--- config.mk ---
export PLATFORM = sky130hd
export DESIGN_NAME = mem_port_arbiter_flat
export DESIGN_NICKNAME = d
export VERILOG_FILES = /design/src/rtl/mem_arb_pkg.sv /design/src/rtl/mem_port_arbiter_if.sv /design/src/rtl/mem_port_arbiter_rr_pick2.sv /design/src/rtl/mem_port_arbiter.sv /design/src/flat_wrapper.sv
export SDC_FILE = /design/constraint.sdc
export NUM_CORES = 1
export LEC_CHECK = 0
export CAP_MARGIN = 0
export CORE_MARGIN = 2
export CORE_UTILIZATION = 34
export DETAILED_ROUTE_END_ITERATION = 6
export HOLD_SLACK_MARGIN = 0.06
export MAX_ROUTING_LAYER = met4
export PLACE_DENSITY = 0.74
export SYNTH_ARGS = -nofsm -noshare
export SYNTH_HDL_FRONTEND = slang
export SYNTH_SLANG_ARGS = --single-unit
--- constraint.sdc ---
create_clock -name clk -period 2.4 [get_ports clk]
set_clock_uncertainty 0.2 [all_clocks]
set_input_delay 0.24 -clock clk [delete_from_list [all_inputs] [get_ports clk]]
set_output_delay 0.24 -clock clk [all_outputs]
set_load 0.01 [all_outputs]
--- src/rtl/mem_arb_pkg.sv ---
// Shared definitions for mem_port_arbiter: arbitration states, master indices
// and default bus widths.
package mem_arb_pkg;

  localparam int ADDR_W_DEF = 4;
  localparam int DATA_W_DEF = 8;
  localparam int STAT_W_DEF = 8;

  localparam logic M_DMA  = 1'b0;
  localparam logic M_HOST = 1'b1;

  typedef enum logic [1:0] {
    OPEN  = 2'd0,
    LOCK0 = 2'd1,
    LOCK1 = 2'd2
  } arb_state_t;

  // Lock state owned by the given master index.
  function automatic arb_state_t lock_state(input logic idx);
    return (idx == M_HOST) ? LOCK1 : LOCK0;
  endfunction

endpackage

--- src/rtl/mem_port_arbiter_if.sv ---
// Bundle of both requester handshakes plus the memory-side pins of the arbiter.
// slave = arbiter side, master = requesters/memory side.
interface mem_port_arbiter_if
  import mem_arb_pkg::*;
#(
  parameter int ADDR_W = ADDR_W_DEF,
  parameter int DATA_W = DATA_W_DEF
);
  logic              req0, req1;
  logic              we0, we1;
  logic              lock0, lock1;
  logic [ADDR_W-1:0] addr0, addr1;
  logic [DATA_W-1:0] wdata0, wdata1;
  logic              gnt0, gnt1;
  logic              rvalid0, rvalid1;
  logic [DATA_W-1:0] rdata;
  logic              mem_we;
  logic [ADDR_W-1:0] mem_wr_addr;
  logic [DATA_W-1:0] mem_wr_data;
  logic              mem_re;
  logic [ADDR_W-1:0] mem_rd_addr;
  logic [DATA_W-1:0] mem_rd_data;

  modport slave (
    input  req0, req1, we0, we1, lock0, lock1, addr0, addr1, wdata0, wdata1,
    input  mem_rd_data,
    output gnt0, gnt1, rvalid0, rvalid1, rdata,
    output mem_we, mem_wr_addr, mem_wr_data, mem_re, mem_rd_addr
  );

  modport master (
    output req0, req1, we0, we1, lock0, lock1, addr0, addr1, wdata0, wdata1,
    output mem_rd_data,
    input  gnt0, gnt1, rvalid0, rvalid1, rdata,
    input  mem_we, mem_wr_addr, mem_wr_data, mem_re, mem_rd_addr
  );
endinterface

--- src/rtl/mem_port_arbiter_rr_pick2.sv ---
// Combinational two-way round-robin picker: on a tie the master that did not
// win last time is chosen.
module rr_pick2
  import mem_arb_pkg::*;
(
  input  logic [1:0] eligible,
  input  logic       last,
  output logic       grant_valid,
  output logic       grant_idx
);
  assign grant_valid = |eligible;
  assign grant_idx   = (&eligible) ? ~last : eligible[M_HOST];
endmodule

--- src/rtl/mem_port_arbiter.sv ---
// Two-master round-robin arbiter with burst lock in front of a 1W/1R memory.
// Optional saturating grant/conflict counters under `MEM_ARB_STATS_EN.
module mem_port_arbiter
  import mem_arb_pkg::*;
#(
  parameter int ADDR_W = ADDR_W_DEF,
  parameter int DATA_W = DATA_W_DEF
`ifdef MEM_ARB_STATS_EN
  ,
  parameter int STAT_W = STAT_W_DEF
`endif
) (
  input  logic              clk,
  input  logic              rstn,
  mem_port_arbiter_if.slave bus
`ifdef MEM_ARB_STATS_EN
  ,
  input  logic              stat_clr,
  output logic [STAT_W-1:0] gnt_cnt0,
  output logic [STAT_W-1:0] gnt_cnt1,
  output logic [STAT_W-1:0] conflict_cnt
`endif
);
  arb_state_t        state_reg, state_next;
  logic              last_reg, last_next;
  logic [1:0]        gnt_reg, gnt_next;
  logic [1:0]        rvalid_reg, rvalid_next;
  logic              mem_we_reg, mem_we_next;
  logic              mem_re_reg, mem_re_next;
  logic              rd_tag_reg, rd_tag_next;
  logic [ADDR_W-1:0] wr_addr_reg, wr_addr_next;
  logic [ADDR_W-1:0] rd_addr_reg, rd_addr_next;
  logic [DATA_W-1:0] wr_data_reg, wr_data_next;

  logic [1:0]        req_v, pend, eligible;
  logic              grant_valid, grant_idx;
  logic              sel_we, sel_lock;
  logic [ADDR_W-1:0] sel_addr;
  logic [DATA_W-1:0] sel_wdata;

  // A master is masked in the cycle its grant is visible, so it cannot be granted twice.
  assign req_v = {bus.req1, bus.req0};
  assign pend  = req_v & ~gnt_reg;

  always_comb begin
    eligible = 2'b00;
    unique case (state_reg)
      OPEN:    eligible = pend;
      LOCK0:   eligible = pend & 2'b01;
      LOCK1:   eligible = pend & 2'b10;
      default: eligible = 2'b00;
    endcase
  end

  rr_pick2 u_pick (
    .eligible    (eligible),
    .last        (last_reg),
    .grant_valid (grant_valid),
    .grant_idx   (grant_idx)
  );

  assign sel_we    = grant_idx ? bus.we1    : bus.we0;
  assign sel_lock  = grant_idx ? bus.lock1  : bus.lock0;
  assign sel_addr  = grant_idx ? bus.addr1  : bus.addr0;
  assign sel_wdata = grant_idx ? bus.wdata1 : bus.wdata0;

  always_comb begin
    state_next   = state_reg;
    last_next    = last_reg;
    gnt_next     = 2'b00;
    mem_we_next  = 1'b0;
    mem_re_next  = 1'b0;
    wr_addr_next = wr_addr_reg;
    wr_data_next = wr_data_reg;
    rd_addr_next = rd_addr_reg;
    rd_tag_next  = rd_tag_reg;
    if (grant_valid) begin
      gnt_next[grant_idx] = 1'b1;
      last_next           = grant_idx;
      state_next          = sel_lock ? lock_state(grant_idx) : OPEN;
      if (sel_we) begin
        mem_we_next  = 1'b1;
        wr_addr_next = sel_addr;
        wr_data_next = sel_wdata;
      end else begin
        mem_re_next  = 1'b1;
        rd_addr_next = sel_addr;
        rd_tag_next  = grant_idx;
      end
    end
  end

  // Read data returns one cycle after mem_re to whichever master the tag names.
  for (genvar gi = 0; gi < 2; gi++) begin : g_rvalid
    assign rvalid_next[gi] = mem_re_reg && (rd_tag_reg == 1'(gi));
  end

  always_ff @(posedge clk or negedge rstn) begin
    if (!rstn) begin
      state_reg   <= OPEN;
      last_reg    <= M_HOST;
      gnt_reg     <= 2'b00;
      rvalid_reg  <= 2'b00;
      mem_we_reg  <= 1'b0;
      mem_re_reg  <= 1'b0;
      rd_tag_reg  <= 1'b0;
      wr_addr_reg <= '0;
      rd_addr_reg <= '0;
      wr_data_reg <= '0;
    end else begin
      state_reg   <= state_next;
      last_reg    <= last_next;
      gnt_reg     <= gnt_next;
      rvalid_reg  <= rvalid_next;
      mem_we_reg  <= mem_we_next;
      mem_re_reg  <= mem_re_next;
      rd_tag_reg  <= rd_tag_next;
      wr_addr_reg <= wr_addr_next;
      rd_addr_reg <= rd_addr_next;
      wr_data_reg <= wr_data_next;
    end
  end

  assign bus.gnt0        = gnt_reg[0];
  assign bus.gnt1        = gnt_reg[1];
  assign bus.rvalid0     = rvalid_reg[0];
  assign bus.rvalid1     = rvalid_reg[1];
  assign bus.rdata       = bus.mem_rd_data;
  assign bus.mem_we      = mem_we_reg;
  assign bus.mem_wr_addr = wr_addr_reg;
  assign bus.mem_wr_data = wr_data_reg;
  assign bus.mem_re      = mem_re_reg;
  assign bus.mem_rd_addr = rd_addr_reg;

`ifdef MEM_ARB_STATS_EN
  logic [2:0]        stat_inc;
  logic [STAT_W-1:0] stat_cnt_reg [3];

  // Conflict: a real tie, or the non-owner waiting on a lock.
  assign stat_inc[0] = grant_valid && (grant_idx == M_DMA);
  assign stat_inc[1] = grant_valid && (grant_idx == M_HOST);
  assign stat_inc[2] = ((state_reg == OPEN) && (&pend)) ||
                       ((state_reg == LOCK0) && pend[1]) ||
                       ((state_reg == LOCK1) && pend[0]);

  for (genvar gi = 0; gi < 3; gi++) begin : g_stat
    always_ff @(posedge clk or negedge rstn) begin
      if (!rstn) begin
        stat_cnt_reg[gi] <= '0;
      end else if (stat_clr) begin
        stat_cnt_reg[gi] <= '0;
      end else if (stat_inc[gi] && (stat_cnt_reg[gi] != '1)) begin
        stat_cnt_reg[gi] <= stat_cnt_reg[gi] + STAT_W'(1);
      end
    end
  end

  assign gnt_cnt0     = stat_cnt_reg[0];
  assign gnt_cnt1     = stat_cnt_reg[1];
  assign conflict_cnt = stat_cnt_reg[2];
`endif

endmodule

--- src/flat_wrapper.sv ---
// flat-port wrapper written by rule: the top's interface ports become plain ports
module mem_port_arbiter_flat import mem_arb_pkg::*;
#(
  parameter int ADDR_W = ADDR_W_DEF,
  parameter int DATA_W = DATA_W_DEF

)
  (clk, rstn, bus_req0, bus_req1, bus_we0, bus_we1, bus_lock0, bus_lock1, bus_addr0, bus_addr1, bus_wdata0, bus_wdata1, bus_mem_rd_data, bus_gnt0, bus_gnt1, bus_rvalid0, bus_rvalid1, bus_rdata, bus_mem_we, bus_mem_wr_addr, bus_mem_wr_data, bus_mem_re, bus_mem_rd_addr);
  mem_port_arbiter_if #(.ADDR_W(ADDR_W), .DATA_W(DATA_W)) bus_i ();
  input  logic clk;
  input  logic rstn;
  input wire logic [$bits(bus_i.req0)-1:0] bus_req0;
  input wire logic [$bits(bus_i.req1)-1:0] bus_req1;
  input wire logic [$bits(bus_i.we0)-1:0] bus_we0;
  input wire logic [$bits(bus_i.we1)-1:0] bus_we1;
  input wire logic [$bits(bus_i.lock0)-1:0] bus_lock0;
  input wire logic [$bits(bus_i.lock1)-1:0] bus_lock1;
  input wire logic [$bits(bus_i.addr0)-1:0] bus_addr0;
  input wire logic [$bits(bus_i.addr1)-1:0] bus_addr1;
  input wire logic [$bits(bus_i.wdata0)-1:0] bus_wdata0;
  input wire logic [$bits(bus_i.wdata1)-1:0] bus_wdata1;
  input wire logic [$bits(bus_i.mem_rd_data)-1:0] bus_mem_rd_data;
  output wire logic [$bits(bus_i.gnt0)-1:0] bus_gnt0;
  output wire logic [$bits(bus_i.gnt1)-1:0] bus_gnt1;
  output wire logic [$bits(bus_i.rvalid0)-1:0] bus_rvalid0;
  output wire logic [$bits(bus_i.rvalid1)-1:0] bus_rvalid1;
  output wire logic [$bits(bus_i.rdata)-1:0] bus_rdata;
  output wire logic [$bits(bus_i.mem_we)-1:0] bus_mem_we;
  output wire logic [$bits(bus_i.mem_wr_addr)-1:0] bus_mem_wr_addr;
  output wire logic [$bits(bus_i.mem_wr_data)-1:0] bus_mem_wr_data;
  output wire logic [$bits(bus_i.mem_re)-1:0] bus_mem_re;
  output wire logic [$bits(bus_i.mem_rd_addr)-1:0] bus_mem_rd_addr;
  assign bus_i.req0 = bus_req0;
  assign bus_i.req1 = bus_req1;
  assign bus_i.we0 = bus_we0;
  assign bus_i.we1 = bus_we1;
  assign bus_i.lock0 = bus_lock0;
  assign bus_i.lock1 = bus_lock1;
  assign bus_i.addr0 = bus_addr0;
  assign bus_i.addr1 = bus_addr1;
  assign bus_i.wdata0 = bus_wdata0;
  assign bus_i.wdata1 = bus_wdata1;
  assign bus_i.mem_rd_data = bus_mem_rd_data;
  assign bus_gnt0 = bus_i.gnt0;
  assign bus_gnt1 = bus_i.gnt1;
  assign bus_rvalid0 = bus_i.rvalid0;
  assign bus_rvalid1 = bus_i.rvalid1;
  assign bus_rdata = bus_i.rdata;
  assign bus_mem_we = bus_i.mem_we;
  assign bus_mem_wr_addr = bus_i.mem_wr_addr;
  assign bus_mem_wr_data = bus_i.mem_wr_data;
  assign bus_mem_re = bus_i.mem_re;
  assign bus_mem_rd_addr = bus_i.mem_rd_addr;
  mem_port_arbiter #(.ADDR_W(ADDR_W), .DATA_W(DATA_W)) u_core (.clk(clk), .rstn(rstn), .bus(bus_i));
endmodule
# Word level (Yosys, flattened, before mapping)
# Index checks and enable logic that the tools add are counted.
[word_totals]
output_inout_bits = 30
wordCells = 42
regBits = 26
[classes]
eq_ne = 2
reduce_logical = 8
mux = 15
bitwise_logic = 5
order_cmp = 2
[ops]
columns = ["op", "count"]
rows = [
  ["$mux W1", 8],
  ["$mux W8", 1],
  ["$mux W2", 3],
  ["$pmux W2 S3", 1],
  ["$reduce_and A2 Y1", 3],
  ["$mux W4", 1],
  ["$logic_and A1 B1 Y1", 3],
  ["$not A1 Y1", 3],
  ["$and A2 B2 Y2", 1],
  ["$eq A2 B1 Y1 const B", 1],
  ["$eq A2 B2 Y1 const B", 1],
  ["$logic_not A2 Y1", 1],
  ["$lt A1 B2 Y1 const B", 1],
  ["$not A2 Y2", 1],
  ["$reduce_or A2 Y1", 1],
  ["$demux W1 S1", 1],
  ["$ge A1 B1 Y1 const B", 1],
]

# Longest topological paths before layout
# Gate-level depths: netlist of the first run.
[logic_depth]
ltp_word = 10
mapped_depth = 5

# Hierarchy
# A second synthesis of the first run with hierarchy kept.
[hier_totals]
hier_cells = 88
hier_area_um2 = 1218.7
[modules_own_cells]
columns = ["mod", "seq_area_each_um2", "area_per_inst_um2", "instances", "cells_each"]
rows = [
  ["mem_port_arbiter", 651.9, 1204.9, 1, 86],
  ["rr_pick2", 0.0, 13.8, 1, 2],
]

# Worst setup path after synthesis of the first run
# OpenSTA, ideal clock, no wires.
[synth_timing]
path_type = "register to register"
from = "reg u_core.state_reg[0]"
to = "reg u_core.wr_addr_reg[0] (netlist: u_core.bus.mem_wr_addr[0])"
path_buffers = 0
arrival_ps = 1460
required_time_ps = 2075
synth_period_minus_slack_ps = 1785
path_stages_with_launch = 6
setup_ps = 125
path_slack_ps = 615
cell_sequence = "dfrtp_1 or4b_4 a32oi_4 inv_2 nor2_1 a21oi_1"
[synth_via]
elab_chain_cells = 6
[synth_lines]
columns = ["element", "line_no", "rtl"]
rows = [
  ["from (decl)", "mem_port_arbiter.sv:24", "arb_state_t state_reg, state_next;"],
  ["from (signal assigned)", "mem_port_arbiter.sv:111", "state_reg <= state_next;"],
  ["$eq A2 B2 Y1 (tied with other cells)", "mem_port_arbiter.sv:47", "unique case (state_reg)"],
  ["$pmux W2 S3 *", "mem_port_arbiter.sv:47", ""],
  ["$reduce_and A2 Y1", "mem_port_arbiter_rr_pick2.sv:12", "assign grant_idx = (&eligible) ? ~last : eligible[M_HOST];"],
  ["$mux W1", "mem_port_arbiter_rr_pick2.sv:12", ""],
  ["$mux W1", "mem_port_arbiter.sv:62", "assign sel_we = grant_idx ? bus.we1 : bus.we0;"],
  ["$reduce_and A2 Y1 (no source line)", "--", ""],
  ["to (signal assigned)", "mem_port_arbiter.sv:118", "wr_addr_reg <= wr_addr_next;"],
  ["to (decl)", "mem_port_arbiter.sv:31", "logic [ADDR_W-1:0] wr_addr_reg, wr_addr_next;"],
]
# Mark *: on every way between the ends. The rest lies on a longest branch, timed or not.
# A chain may end at the register's enable or synchronous reset.

# Worst setup path in the final report of the first run
[layout_timing]
from = "reg u_core.state_reg[0]"
to = "reg u_core.rd_addr_reg[3] (netlist: u_core.bus.mem_rd_addr[3])"
[layout_via]
elab_chain_cells = 7
[layout_lines]
columns = ["element", "line_no", "rtl"]
rows = [
  ["$eq A2 B2 Y1 (tied with other cells)", "mem_port_arbiter.sv:47", ""],
  ["$pmux W2 S3 *", "mem_port_arbiter.sv:47", ""],
  ["$reduce_and A2 Y1", "mem_port_arbiter_rr_pick2.sv:12", ""],
  ["$mux W1", "mem_port_arbiter_rr_pick2.sv:12", ""],
  ["$mux W1", "mem_port_arbiter.sv:62", ""],
  ["$not A1 Y1 (no source line)", "--", ""],
  ["$reduce_and A2 Y1 (no source line)", "--", ""],
  ["to (signal assigned)", "mem_port_arbiter.sv:119", "rd_addr_reg <= rd_addr_next;"],
  ["to (decl)", "mem_port_arbiter.sv:32", "logic [ADDR_W-1:0] rd_addr_reg, rd_addr_next;"],
]
# Marked as above.

==> flow_summary.ini, run 1 <==
[routing]
ant_nets = 0
drt-pass1-iter-count = 4
wirelength_um = 2610
avgRoutedWirePerCell_um = 13.2
drt_iter0_drc = 32
vias_per_cell = 4.51
drc = 0
dr_total_vias = 892

[floorplan]
coreArea_um2 = 3340
die_y_um = 63.0
die_area_um2 = 3970
initial_core_util_pct = 35.5
pin_count = 70
num_rows = 21
die_width_um = 63.0

[setup_path]
r2r_cells = 4
r2r_start = u_core.state_reg[0]
start_kind = flip-flop
endpoint_kind = flip-flop
cp.arrival_ps = 1930
cp.required_ps = 2430
reg2reg_slack_ps = 500
reg2reg_to = u_core.bus.mem_rd_addr[3]
crit_fanout = 7
crit_type = flip-flop to flip-flop

[global_route]
grt_max_degree = 27
grt_pass1_vias = 926
grtUsageTotal_pct = 14.3
overflow = 0
antenna_found_initial = 0
grt_pass1_wl_um = 4330

[power_and_ir_drop]
power_frac_seq_pct = 40.3
power_switching_w = 0.000635
vdd_drop_max_mv = 0.306
swShare_pct = 33.8
p_comb_share_pct = 48.6
intPower_w = 0.00124
p_leak_nw = 0.806
clkPwrFrac_pct = 11.1
powerDensity_nw_per_um2 = 1070

[timing]
setup_viol_count_final = 0
max_slew_margin_pct = 59.7
fmax_ghz = 0.525
fin_tns_setup_ps = 0
min_period_over_period_pct = 79.3
worst_slew_pin_slew_ps = 604
hold_viol = 0
slew_violations = 0
fin_crit_ps = 1900
rsz0062_at_grt = no

[layout]
final_cells = 198
antenna_cells = 0
seq_area_um2 = 652
fin_nets = 193
multi_input_area_um2 = 430
drive_gt1_share_pct = 9.87
nFillCells = 323
areaGrowthSynthToFinish_pct = 48.2
largest_reg_flops = 8

[synth]
synthesis.nets = 142
synth_cell_types = 25
avgSynthCellArea_um2 = 11.6
ys_seq_area_share_pct = 55.0
ys_seq_elements = 26
synth_area_um2 = 1180
syn-instance-count = 102
ys_warn_count = 0

[clocking]
ctsResizeCount = 0
cts_tree = built
cts.htree.levels = 1
clkSlewWorstSetupHoldPaths_ps = 130
cts_hold_buf = 0
clockBufferDepth = 2
clock_sink_count = 26
post_cts_buffers = 0
cts_buffers = 3
clock_latency_ps = 300
cts_root_buffer = clkbuf_4

[worst_hold_path]
worstHoldPathType = input pin to asynchronous set/reset pin

[placement]
place_hpwl_um = 2130
port_buffers = 53
gp_congestion = 0.889
dp.cells = 194

[run_status]
status = completed

[job]
drv_cap = 0
==> layer usage <==
layer | GRT usage, % | vias to the layer above | wire, µm
met5 | - | - | 0
met2 | 24.3 | 31 | 1330
met3 | 2.16 | 4 | 144
met4 | 6.39 | 0 | 38
li1 | - | 440 | -
met1 | 16.6 | 417 | 1100
==> cells in the final DEF, fill, tap and decap left out, types with 3 or more instances in the layout <==
cell              n
mux2i_1          16
nor2_1            7
dfrtp_1          25
buf_4             3
nand2_1          11
a21oi_1           4
clkdlybuf4s50_1  53
clkbuf_4          3
o21ai_0           6
inv_1             6
==> cells in the mapped netlist <==
cell type	n	area [µm²]
a21oi_1	4	20.0
a22o_1	2	17.5
a32oi_4	1	27.5
and2_1	1	6.26
buf_2	1	5.00
buf_4	8	60.1
buf_6	1	11.3
dfrtp_1	25	626
dfstp_2	1	26.3
inv_1	6	22.5
inv_2	1	3.75
mux2i_1	16	160
nand2_1	11	41.3
nand2_2	1	6.26
nand4bb_1	1	11.3
nor2_1	7	26.3
nor2b_1	1	6.26
nor3b_2	1	12.5
nor4bb_1	1	10.0
o21ai_0	6	30.0
o21ai_1	2	10.0
o22ai_1	1	6.26
o32ai_2	1	16.3
or3b_2	1	8.76
or4b_4	1	13.8
==> critical path, stage by stage, from the launching register on <==
cell     delay [ps]
dfrtp_1         440
nor3b_2         320
nand2_2         210
o32ai_2         390
mux2i_1         270
==> logic make-up (layout without fill, tap and decap cells) <==
logic type / count (synthesis) / count (layout) / synth area share (%)
compound gates: 17 / 17 / 10.8
buf+inv: 17 / 67 / 8.66
flops: 26 / 26 / 55.0
mux: 16 / 16 / 13.5
simple gates: 26 / 26 / 12.0
==> final cells by class <==
class,instances,share of cell area (%)
clock buffer,4,2.07
tap,46,3.28
sequential,26,37.1
inverter,7,1.50
multi-input combinational,59,24.5
timing repair buffer,56,31.5
==> worst max path at each step <==
| stage | from | end |
|---|---|---|
| final | u_core.state_reg[0] | u_core.bus.mem_rd_addr[3] |
| after global routing | u_core.last_reg | u_core.bus.mem_wr_data[7] |
| after CTS | u_core.state_reg[0] | u_core.bus.mem_rd_addr[3] |
| after detailed placement | bus_req1 | u_core.bus.mem_rd_addr[3] |
| after global placement | bus_req1 | u_core.bus.mem_wr_data[0] |
| after floorplan | u_core.state_reg[0] | u_core.bus.mem_wr_addr[0] |
==> power by group through the flow <==
stage / sequential (W) / clock, W / combinational [W]
3_5_place_dp: 0.000776 / 0 / 0.000923
2_1_floorplan: 0.000834 / 0 / 0.000387
6_report: 0.000758 / 0.000208 / 0.000913
5_1_grt: 0.000784 / 0.000238 / 0.000991
4_1_cts: 0.000763 / 0.000222 / 0.000927
3_3_place_gp: 0.000765 / 0 / 0.000900
==> through the flow <==
stage	total power (W)	hold slack, ps	worst slack [ps]	cell area [µm²]	utilization, %
6_report	0.00188	83.8	497	1760	52.6
4_1_cts	0.00191	86.8	479	1760	52.6
5_1_grt	0.00201	91.5	377	1760	52.6
2_1_floorplan	0.00122	-256	615	1180	-
3_3_place_gp	0.00167	232	290	1720	51.5
3_5_place_dp	0.00170	239	200	1720	51.5
Power figures use the tool's default switching activity.
==> run 2: changes to the inputs <==
CORE_UTILIZATION = 33   (was 34)
PLACE_DENSITY = 0.75   (was 0.74)
clock period = 1.7 ns   (was 2.4 ns; I/O delays follow)
==> run 2 against run 1 <==
Effect of this change: the run now ends with setup timing left; maximum frequency rose by 4.8%; sequential cell count is the same; register-to-register slack got worse by 610 ps; clock power up 45%; die area increased by 2.8%; wire length increased by 9.3%; largest power group unchanged; sequential share of layout area is 3.5 points lower; global-route usage increased by 1.1 points; final area grew 10%.
==> flow_summary.ini, run 2 (same netlist as run 1, synthesis figures left out) <==
[setup_path]
cp.arrival_ps = 1830
critPathMaxStageDelay_ps = 570
critical_path.cell_chain = or4b_4 -> a32oi_4 -> buf_12 -> o21ai_0
cp.required_ps = 1710
cp_top_family = simple AND/OR/NAND/NOR gates
crit_fanout = 16
critPathSlowestCell = or4b_4
start_kind = flip-flop
cp.buffers_inverters = 1
endpoint_kind = flip-flop
crit_type = flip-flop to flip-flop

[routing]
ant_nets = 0
drt-pass1-iter-count = 4
drt_iter0_drc = 48
drc = 0
wirelength_um = 2860
dr_total_vias = 960
avgRoutedWirePerCell_um = 13.8
vias_per_cell = 4.64

[floorplan]
coreArea_um2 = 3390
die_area_um2 = 4090
die_width_um = 63.9
pin_count = 70
die_y_um = 63.9
num_rows = 21
initial_core_util_pct = 35.0

[timing]
setup_viol_count_final = 18
fin_ws_ps = -116
fmax_ghz = 0.551
max_slew_margin_pct = 73.6
hold_viol = 0
slew_violations = 0
rsz0062_at_grt = yes
worst_slew_pin_slew_ps = 396
min_period_over_period_pct = 107
fin_crit_ps = 1820

[run_status]
violations = setup timing
status = finished with violations

[layout]
final_cell_mix = 52 x clkdlybuf4s50_1, 25 x dfrtp_1, 12 x mux2i_1, 11 x nand2_1, 8 x buf_4
final_area_um2 = 1940
antenna_cells = 0
largest_reg_flops = 8
final_common_cell = clkdlybuf4s50_1
nFillCells = 283
multi_input_area_um2 = 507
seq_area_um2 = 652
areaGrowthSynthToFinish_pct = 63.4
drive_gt1_share_pct = 18.6
final_cells = 207
fin_nets = 202

[placement]
dp.cells = 200
place_ws_ps = -316
placed_cell_area_um2 = 1790
port_buffers = 53
gp_congestion = 0.970
place_hpwl_um = 2190

[power_and_ir_drop]
intPower_w = 0.00195
p_leak_nw = 0.871
p_comb_share_pct = 53.1
powerDensity_nw_per_um2 = 1530
power_frac_seq_pct = 36.7
vdd_drop_max_mv = 0.587
power_switching_w = 0.00102
clkPwrFrac_pct = 10.2
swShare_pct = 34.3

[clocking]
clkSlewWorstSetupHoldPaths_ps = 130
clock_latency_ps = 310
clockBufferDepth = 2
cts_tree = built
cts.htree.levels = 1
cts_buffers = 3
cts_root_buffer = clkbuf_4
clock_sink_count = 26

[global_route]
overflow = 0
grt_pass1_wl_um = 4640
grtUsageTotal_pct = 15.3
grt_max_degree = 27
antenna_found_initial = 0
grt_pass1_vias = 958

[worst_hold_path]
worstHoldPathType = input pin to primary output

[job]
drv_cap = 0
## run 2: what timing repair did
item | 4_1_cts | 5_1_grt
hold buffers | 1 | 0
hold endpoints to repair | 25 | 0
pin swaps | 1 | 2
buffers inserted | 1 | 1
endpoints found under the setup margin | 18 | 22
gates resized for setup | 14 | 6
## run 2: cell type report
type | count | share of cell area (%)
Clock buffer | 4 | 1.87
Sequential cell | 26 | 33.7
Multi-Input combinational cell | 59 | 26.2
Timing Repair Buffer | 65 | 33.8
Tap cell | 46 | 2.97
Inverter | 7 | 1.49
## run 2: final timing paths
kind / startpoint / to / slack, ps / cells past startpoint
min in group asynchronous: rstn / u_core.rvalid_reg[0] / 540 / 3
max in group asynchronous: rstn / u_core.last_reg / 460 / 3
worst min-delay path: bus_mem_rd_data[7] / bus_rdata[7] / 140 / 0
worst max-delay path: u_core.last_reg / u_core.bus.mem_wr_data[7] / -120 / 4
worst min register to register: u_core.rd_tag_reg / u_core.rvalid_reg[0] / 250 / 1
worst max register to register: u_core.last_reg / u_core.bus.mem_wr_data[7] / -120 / 4
## run 2: per-stage QoR
stage	total power [W]	hold slack [ps]	TNS (ps)	utilization, %
detailed placement	0.00252	140	-5520	52.8
global placement	0.00247	140	-4850	52.8
CTS	0.00294	140	-1360	56.3
finish	0.00297	140	-1470	57.1
global route	0.00317	140	-2640	57.1
floorplan	0.00173	-326	-426	-
## run 2: per-layer routing
layer | routed length, µm | vias to the layer above | track usage [%]
li1 | - | 461 | -
met1 | 1190 | 451 | 18.6
met2 | 1460 | 36 | 24.9
met3 | 129 | 12 | 1.41
met4 | 80 | 0 | 9.24
met5 | 0 | - | -
## run 2: power groups by stage
stage          Combinational (W)  Clock (W)  Sequential, W
2_1_floorplan           0.000552          0        0.00118
3_3_place_gp             0.00139          0        0.00108
3_5_place_dp             0.00143          0        0.00109
4_1_cts                  0.00154   0.000318        0.00108
5_1_grt                  0.00170   0.000339        0.00113
6_report                 0.00158   0.000302        0.00109
